[src/rtl/harvos_ram_arbiter.sv]
// ---------------------------------------------------------------------------
// harvos_ram_arbiter
//   Shares the single-port SoC RAM between N_REQ requesters
//   (0 = I-side, 1 = D-side, 2 = DMA firewall). One transaction is in flight
//   at a time: the winner's command is registered and issued to the RAM as a
//   one-cycle request. The response is routed back to the owner only. A
//   watchdog timer turns a silent RAM into a fault response.
//
// Ports
//   clk, rst          clock, asynchronous active-high reset
//   rq_req/we         per-requester request level and write enable
//   rq_be/addr/wdata  per-requester command slices (4/32/32 bits each)
//   rsp_valid         one-hot completion pulse to the owner
//   rsp_fault         qualifies rsp_valid (RAM fault or timeout)
//   rsp_rdata         read data of the last read completion
//   m_req..m_wdata    registered command towards the RAM
//   m_rdata/rvalid/fault  RAM completion
//   busy              arbiter is not idle
//   owner             current or last granted requester index
//   to_err            one-cycle pulse when the timeout fires
// ---------------------------------------------------------------------------
module harvos_ram_arbiter #(
  parameter int N_REQ   = 3,
  parameter int ARB_RR  = 1,
  parameter int TIMEOUT = 64
) (
  input  logic                  clk,
  input  logic                  rst,
  input  logic [N_REQ-1:0]      rq_req,
  input  logic [N_REQ-1:0]      rq_we,
  input  logic [4*N_REQ-1:0]    rq_be,
  input  logic [32*N_REQ-1:0]   rq_addr,
  input  logic [32*N_REQ-1:0]   rq_wdata,
  output logic [N_REQ-1:0]      rsp_valid,
  output logic                  rsp_fault,
  output logic [31:0]           rsp_rdata,
  output logic                  m_req,
  output logic                  m_we,
  output logic [3:0]            m_be,
  output logic [31:0]           m_addr,
  output logic [31:0]           m_wdata,
  input  logic [31:0]           m_rdata,
  input  logic                  m_rvalid,
  input  logic                  m_fault,
  output logic                  busy,
  output logic [2:0]            owner,
  output logic                  to_err
);

  // The timer only has to reach TIMEOUT-1.
  localparam int TW = (TIMEOUT > 1) ? $clog2(TIMEOUT) : 1;

  typedef enum logic [1:0] {
    ST_IDLE,
    ST_ISSUE,
    ST_WAIT,
    ST_RESP
  } state_t;

  state_t          r_state;
  state_t          w_next;
  logic [2:0]      r_rr_ptr;
  logic [TW-1:0]   r_timer;

  logic [2:0]      w_win;
  int              w_base;
  logic            w_we;
  logic [3:0]      w_be;
  logic [31:0]     w_addr;
  logic [31:0]     w_wdata;
  logic            w_timeout;

  // Winner selection. Round-robin starts at r_rr_ptr. The first pass scans
  // from the pointer up to the top index. The second pass wraps around to
  // the indices below the pointer. In fixed mode the base is 0, so only the
  // first pass can hit.
  always_comb begin
    w_win  = 3'd0;
    w_base = (ARB_RR != 0) ? int'(r_rr_ptr) : 0;
    for (int i = N_REQ - 1; i >= 0; i--) begin
      if (rq_req[i] && (i < w_base)) w_win = 3'(i);
    end
    for (int i = N_REQ - 1; i >= 0; i--) begin
      if (rq_req[i] && (i >= w_base)) w_win = 3'(i);
    end
  end

  // Pick out the winner's command slices.
  always_comb begin
    w_we    = 1'b0;
    w_be    = 4'd0;
    w_addr  = 32'd0;
    w_wdata = 32'd0;
    for (int i = 0; i < N_REQ; i++) begin
      if (w_win == 3'(i)) begin
        w_we    = rq_we[i];
        w_be    = rq_be[4*i +: 4];
        w_addr  = rq_addr[32*i +: 32];
        w_wdata = rq_wdata[32*i +: 32];
      end
    end
  end

  assign w_timeout = (TIMEOUT != 0) && (r_timer == TW'(TIMEOUT - 1));

  // State register.
  always_ff @(posedge clk or posedge rst) begin
    if (rst) r_state <= ST_IDLE;
    else     r_state <= w_next;
  end

  // Next-state logic.
  always_comb begin
    w_next = r_state;
    case (r_state)
      ST_IDLE:  if (|rq_req) w_next = ST_ISSUE;
      ST_ISSUE: w_next = ST_WAIT;
      ST_WAIT:  if (m_rvalid || w_timeout) w_next = ST_RESP;
      ST_RESP:  w_next = ST_IDLE;
      default:  w_next = ST_IDLE;
    endcase
  end

  // Registered outputs. Each one is updated on the edge that enters the
  // state where it must be visible. This keeps every output a flop without
  // adding a cycle of latency.
  always_ff @(posedge clk or posedge rst) begin
    if (rst) begin
      r_rr_ptr  <= 3'd0;
      r_timer   <= '0;
      rsp_valid <= '0;
      rsp_fault <= 1'b0;
      rsp_rdata <= 32'd0;
      m_req     <= 1'b0;
      m_we      <= 1'b0;
      m_be      <= 4'd0;
      m_addr    <= 32'd0;
      m_wdata   <= 32'd0;
      busy      <= 1'b0;
      owner     <= 3'd0;
      to_err    <= 1'b0;
    end else begin
      case (r_state)
        ST_IDLE: begin
          if (|rq_req) begin
            m_req    <= 1'b1;
            m_we     <= w_we;
            m_be     <= w_be;
            m_addr   <= w_addr;
            m_wdata  <= w_wdata;
            owner    <= w_win;
            busy     <= 1'b1;
            r_rr_ptr <= (w_win == 3'(N_REQ - 1)) ? 3'd0 : w_win + 3'd1;
          end
        end
        ST_ISSUE: begin
          m_req   <= 1'b0;
          r_timer <= '0;
        end
        ST_WAIT: begin
          r_timer <= r_timer + TW'(1);
          // A real completion wins over a timeout in the same cycle.
          if (m_rvalid) begin
            if (!m_we) rsp_rdata <= m_rdata;
            rsp_fault <= m_fault;
            rsp_valid <= N_REQ'(1) << owner;
          end else if (w_timeout) begin
            rsp_fault <= 1'b1;
            rsp_valid <= N_REQ'(1) << owner;
            to_err    <= 1'b1;
          end
        end
        ST_RESP: begin
          rsp_valid <= '0;
          rsp_fault <= 1'b0;
          to_err    <= 1'b0;
          m_we      <= 1'b0;
          m_be      <= 4'd0;
          m_addr    <= 32'd0;
          m_wdata   <= 32'd0;
          busy      <= 1'b0;
        end
        default: ;
      endcase
    end
  end

endmodule
[config.mk]
export PLATFORM = sky130hd
export DESIGN_NAME = harvos_ram_arbiter
export DESIGN_NICKNAME = d
export VERILOG_FILES = /design/src/rtl/harvos_ram_arbiter.sv
export SDC_FILE = /design/constraint.sdc
export NUM_CORES = 1
export LEC_CHECK = 0
export ABC_AREA = 1
export CORE_MARGIN = 5
export CORE_UTILIZATION = 40
export DETAILED_ROUTE_END_ITERATION = 10
export PLACE_DENSITY_LB_ADDON = 0.1
export SYNTH_ARGS = -nofsm -noshare
export SYNTH_HDL_FRONTEND = slang
export SYNTH_SLANG_ARGS = --single-unit
export TNS_END_PERCENT = 30
[constraint.sdc]
create_clock -name clk -period 8.9 [get_ports clk]
set_input_delay 0.89 -clock clk [delete_from_list [all_inputs] [get_ports clk]]
set_output_delay 0.89 -clock clk [all_outputs]
set_load 0.005 [all_outputs]
# After elaboration in Yosys (flattened, before gate mapping)
# Index checks and enable logic that the tools add are counted.
# totals
register_bits	122
latchBits	0
ramBits	0
rom_bits	0
in_bits	246
output_inout_bits	111
elab_cells	98
n_memories	0
# classes
n_addsub	2
n_mul	0
n_div	0
magnitude_cmp	6
eq_ne	11
shifts	1
muxes	42
bitwise	1
n_reduce_logical	21
# op_table
cell	count
32-bit 2-to-1 mux	8
32-bit case mux with 2 select lines	2
3-bit 2-to-1 mux	7
4-bit 2-to-1 mux	4
6-bit case mux with 2 select lines	1
1-bit case mux with 2 select lines	5
2-bit AND reduction	5
1-bit 2-to-1 mux	8
2-bit 2-to-1 mux	4
2-bit inequality test (second input constant)	4
2-bit case mux with 4 select lines	1
4-bit case mux with 2 select lines	1
2-bit nonzero test	4
6-bit by 1-bit adder with 6-bit output (second input constant)	1
6-bit equality test (second input constant)	1
1-bit by 3-bit greater-or-equal comparator with 1-bit output (first input constant)	2
1-bit logical AND	6
1-bit by 3-bit < comparator with 1-bit output (first input constant)	2
3-bit case mux with 2 select lines	1
3-bit AND reduction	2
2-bit equality test (second input constant)	2
3-bit by 1-bit adder with 3-bit output (second input constant)	1
3-bit by 1-bit equality test with 1-bit output (second input constant)	1
3-bit by 2-bit equality test with 1-bit output (second input constant)	1
10 further kinds	10

# Longest topological paths before layout
# logic_depth
ltp_word	14
depth_mapped	11
ltp_nobuf	11

# Least setup slack after synthesis
# OpenSTA, ideal clock, no wires.
# synth_path
path_kind	input to register
startpoint	in rq_req[0]
endpoint	reg m_addr[22]
setup_ns	0.116
arrival_time_ns	1.811
required_time_ns	8.784
setup_slack_ns	6.972
path_stages	11
path_buffers	2
path_cell_list	inv_2 > nor2_1 > nand2_2 > nand3_2 > nand2_4 > inv_4 > buf_8 > buf_8 > nand3_2 > nand2_1 > nand2_1
# synth_via
elab_chain_cells	11
elab_cells_between_ends	17
classes_between	3 x eq/ne; 9 x mux; 5 x reduce/logical
# synth_lines
element	line_no	rtl
from (decl)	29	input logic [N_REQ-1:0] rq_req,
1-bit logical AND	81	if (rq_req[i] && (i < w_base)) w_win = 3'(i);
3-bit 2-to-1 mux	81	
3-bit 2-to-1 mux (3 in series)	84	if (rq_req[i] && (i >= w_base)) w_win = 3'(i);
3-bit zero test	95	if (w_win == 3'(i)) begin
32-bit 2-to-1 mux (3 in series)	95	
32-bit 2-to-1 mux	145	if (|rq_req) begin
32-bit case mux with 2 select lines	143	case (r_state)
to (signal assigned)	149	m_addr <= w_addr;
to (decl)	40	output logic [31:0] m_addr,
# Several ways; a longest one is shown, not always the timed one. The select of a mux whose other input is x is not followed.
# A chain may end at the register's enable or synchronous reset.

# Worst setup path in the final report
# layout_path
startpoint	in rq_req[0]
endpoint	reg m_addr[4]
# Same word-level chain as after synthesis.

==> results.json <==
{
  "status": "finished, final reports clean",
  "hold_path_class": "reg -> reg",
  "postRouteAntennaNets": 0,
  "grt_pass1_vias": 6946,
  "setup_viol": 0,
  "grt_overflow": 0,
  "rr_startpoint": "r_rr_ptr[0]",
  "path_cells": "clkdlybuf4s50_1 -> inv_2 -> nor2_1 -> nand2_2 -> nand3_2 -> nand2_4 -> inv_4 -> buf_4 -> nand3_1 -> nand2_1 -> nand2_1",
  "rsz0062_at_grt": "no",
  "pre_cts_ws_ns": 4.439,
  "firstDrtPassIters": 5,
  "rows": 47,
  "cts_tree": "done",
  "core_area_um2": 16520,
  "drt-total-wl_um": 24310,
  "drc": 0,
  "rr_worst_depth": 9,
  "synth_area_um2": 6721,
  "root_buffer": "clkbuf_16",
  "hpwl_um": 18170,
  "worst_path_max_delay_cell": "buf_4",
  "synth_cells": 902,
  "place_inst": 1428,
  "path_max_fanout": 105,
  "crit_required_ns": 9.20,
  "final_common_cell": "clkdlybuf4s50_1",
  "fin_total_pwr_mw": 3.242,
  "period_share_pct": 45.19,
  "ir_drop_uv": 163.6,
  "worst_pin_slew_ns": 1.136,
  "cts.htree.levels": 4,
  "initialDrtViolationCount": 399,
  "die_w_um": 139.6,
  "hold_violations": 0,
  "max_stage_delay_ns": 0.85,
  "final_cell_count_no_fill": 1461,
  "synthToLayoutAreaGrowth_pct": 62.32,
  "numCtsBuffers": 17,
  "rrSetupSlack_ns": 5.45,
  "ys_warn_count": 0,
  "crit_family": "simple AND/OR/NAND/NOR gates",
  "clock_skew_ns": 0.005448,
  "fin_tns_setup_ns": 0,
  "timing.fmax_ghz": 0.2486,
  "post_cts_resized": 0,
  "worst-setup-path-type": "in -> reg",
  "post-route-util_pct": 66.03,
  "slew_violations": 0,
  "ys_ff_latch": 121,
  "globalplace.congestion": 0.9158,
  "p_leak_nw": 5.165,
  "synth.net_count": 1154,
  "path_common_cell": "nand2_1",
  "grt_pass1_wl_um": 38150,
  "power_density_nw_per_um2": 297.2,
  "io_pins": 357,
  "worst_slack_ns": 4.878,
  "cap_violations": 0,
  "crit_path_end_kind": "register",
  "syn_avg_cell_area_um2": 7.452,
  "antenna_found_initial": 1,
  "final_layout_size_suffix_gt1_share_pct": 7.581,
  "crit_start": "rq_req[0]",
  "critical_path_arrival_ns": 4.32,
  "final_cell_mix": "clkdlybuf4s50_1, nand2_1, nor2_1",
  "num_vias": 7021,
  "cts.path.max_buffers": 2,
  "clock_latency_ns": 0.42,
  "fill_cells": 1437,
  "initial_utilization_pct": 40.68,
  "r2r_end": "m_addr[4]",
  "drt-vias-per-instance": 4.806,
  "cp.depth": 11,
  "synthDistinctLibCells": 32,
  "holdBufCountCts": 0,
  "die-height_um": 139.6,
  "cp-endpoint": "m_addr[4]",
  "grt_max_degree": 106,
  "start_kind": "input port",
  "die_area_um2": 19500,
  "slew_headroom_pct": 24.26,
  "path_clk_slew_ns": 0.05,
  "wl_per_cell_um": 16.64,
  "nets": 1479,
  "portBuffers": 355,
  "ys_seq_area_share_pct": 45.05,
  "numClockSinks": 121,
  "layout_min_cycle_time_ns": 4.022,
  "track_usage_pct": 24.75,
  "critical_path_buf_inv_count": 4,
  "post_cts_buffers": 0
}
-- metrics by stage --
stage,area (µm²),hold slack (ns)
after floorplan,6721,0.4654
after global placement,10280,0.4535
after detailed placement,10280,0.4643
after CTS,10910,0.4798
after global routing,10910,0.4963
final,10910,0.4778
-- cells by family after synthesis --
kind of cell    count (synthesis)  share of synthesized area [%]
other cells                     1                        0.05579
flops                         121                          45.05
compound gates                 33                          3.034
fa+ha+maj                       6                          1.117
mux                            32                          5.361
simple gates                  595                          37.25
xor+xnor                        1                         0.1303
buf+inv                       113                          8.004
-- worst register-to-register path, stage by stage (launching register included) --
cell,delay (ns)
dfrtp_1,0.41
nor2_1,0.15
nand2_2,0.51
nand3_2,0.50
nand2_4,0.21
inv_4,0.24
buf_4,0.85
nand3_1,0.31
nand2_1,0.12
nand2_1,0.05
-- synthesized netlist by cell type --
library cell | n | area (µm²)
o21ai_0 | 13 | 65.06
mux2_2 | 32 | 360.4
or2_1 | 6 | 37.54
xor2_1 | 1 | 8.760
o31ai_1 | 1 | 7.510
o21bai_1 | 12 | 90.09
nand4_1 | 1 | 6.260
nor2_1 | 128 | 480.5
ha_1 | 6 | 75.07
nand3_2 | 11 | 110.1
buf_2 | 17 | 85.08
nand2_2 | 4 | 25.02
buf_1 | 6 | 22.52
nor3_1 | 4 | 20.02
a21oi_1 | 4 | 20.02
nand2_4 | 1 | 11.26
nand2_1 | 314 | 1179
o21ai_2 | 1 | 8.760
buf_6 | 4 | 45.04
inv_4 | 1 | 6.260
inv_1 | 54 | 202.7
nor3b_1 | 1 | 7.510
nor2_2 | 1 | 6.260
inv_2 | 4 | 15.01
buf_4 | 10 | 75.07
dfrtp_1 | 121 | 3028
o211ai_1 | 1 | 7.510
clkbuf_1 | 15 | 56.30
buf_8 | 2 | 30.03
o21ai_1 | 1 | 5.000
conb_1 | 1 | 3.750
nand3_1 | 124 | 620.6
-- flip-flops by register name, indices dropped and copies added (netlist names) --
register,count
m_we,1
r_rr_ptr,3
m_wdata,32
rsp_rdata,32
r_state,2
r_timer,6
owner,2
m_req,1
rsp_valid,3
to_err,1
busy,1
m_addr,32
rsp_fault,1
m_be,4
-- cell type report --
class                           instances  area, µm²  share of cell area (%)
Timing Repair Buffer                  360       3591                   32.91
Multi-Input combinational cell        668       3158                   28.94
Sequential cell                       121       3028                   27.75
Clock buffer                           20      456.7                   4.186
Tap cell                              220      275.3                   2.523
Inverter                               59      226.5                   2.076
Clock inverter                         12      172.7                   1.583
Antenna cell                            1      2.502                 0.02294
-- metal layers --
metal  vias up  part of all wire [%]  wire length, µm  GRT usage (%)
met4         0                   2.2              537          8.057
met3        38                   9.5             2312          7.684
met1      3185                    39             9450          29.70
li1       3490                     -                -              -
met5         -                     0                0              0
met2       308                    49            12010          42.47
-- worst min path at each step --
| stage | start | end | slack [ns] | depth (start not counted) |
|---|---|---|---|---|
| after global routing | m_wdata[28] | m_wdata[28] | 0.50 | 2 |
| final | m_addr[26] | m_addr[26] | 0.48 | 2 |
| after floorplan | busy | busy | 0.47 | 2 |
| after CTS | m_addr[17] | m_addr[17] | 0.48 | 2 |
| after detailed placement | m_addr[17] | m_addr[17] | 0.46 | 2 |
| after global placement | busy | busy | 0.45 | 2 |
-- report_power, final --
group	internal [mW]	switching (mW)	total, mW
sequential	0.789	0.131	0.919
combinational	0.787	0.806	1.59
clock	0.481	0.249	0.730
Power figures use the tool's default switching activity.
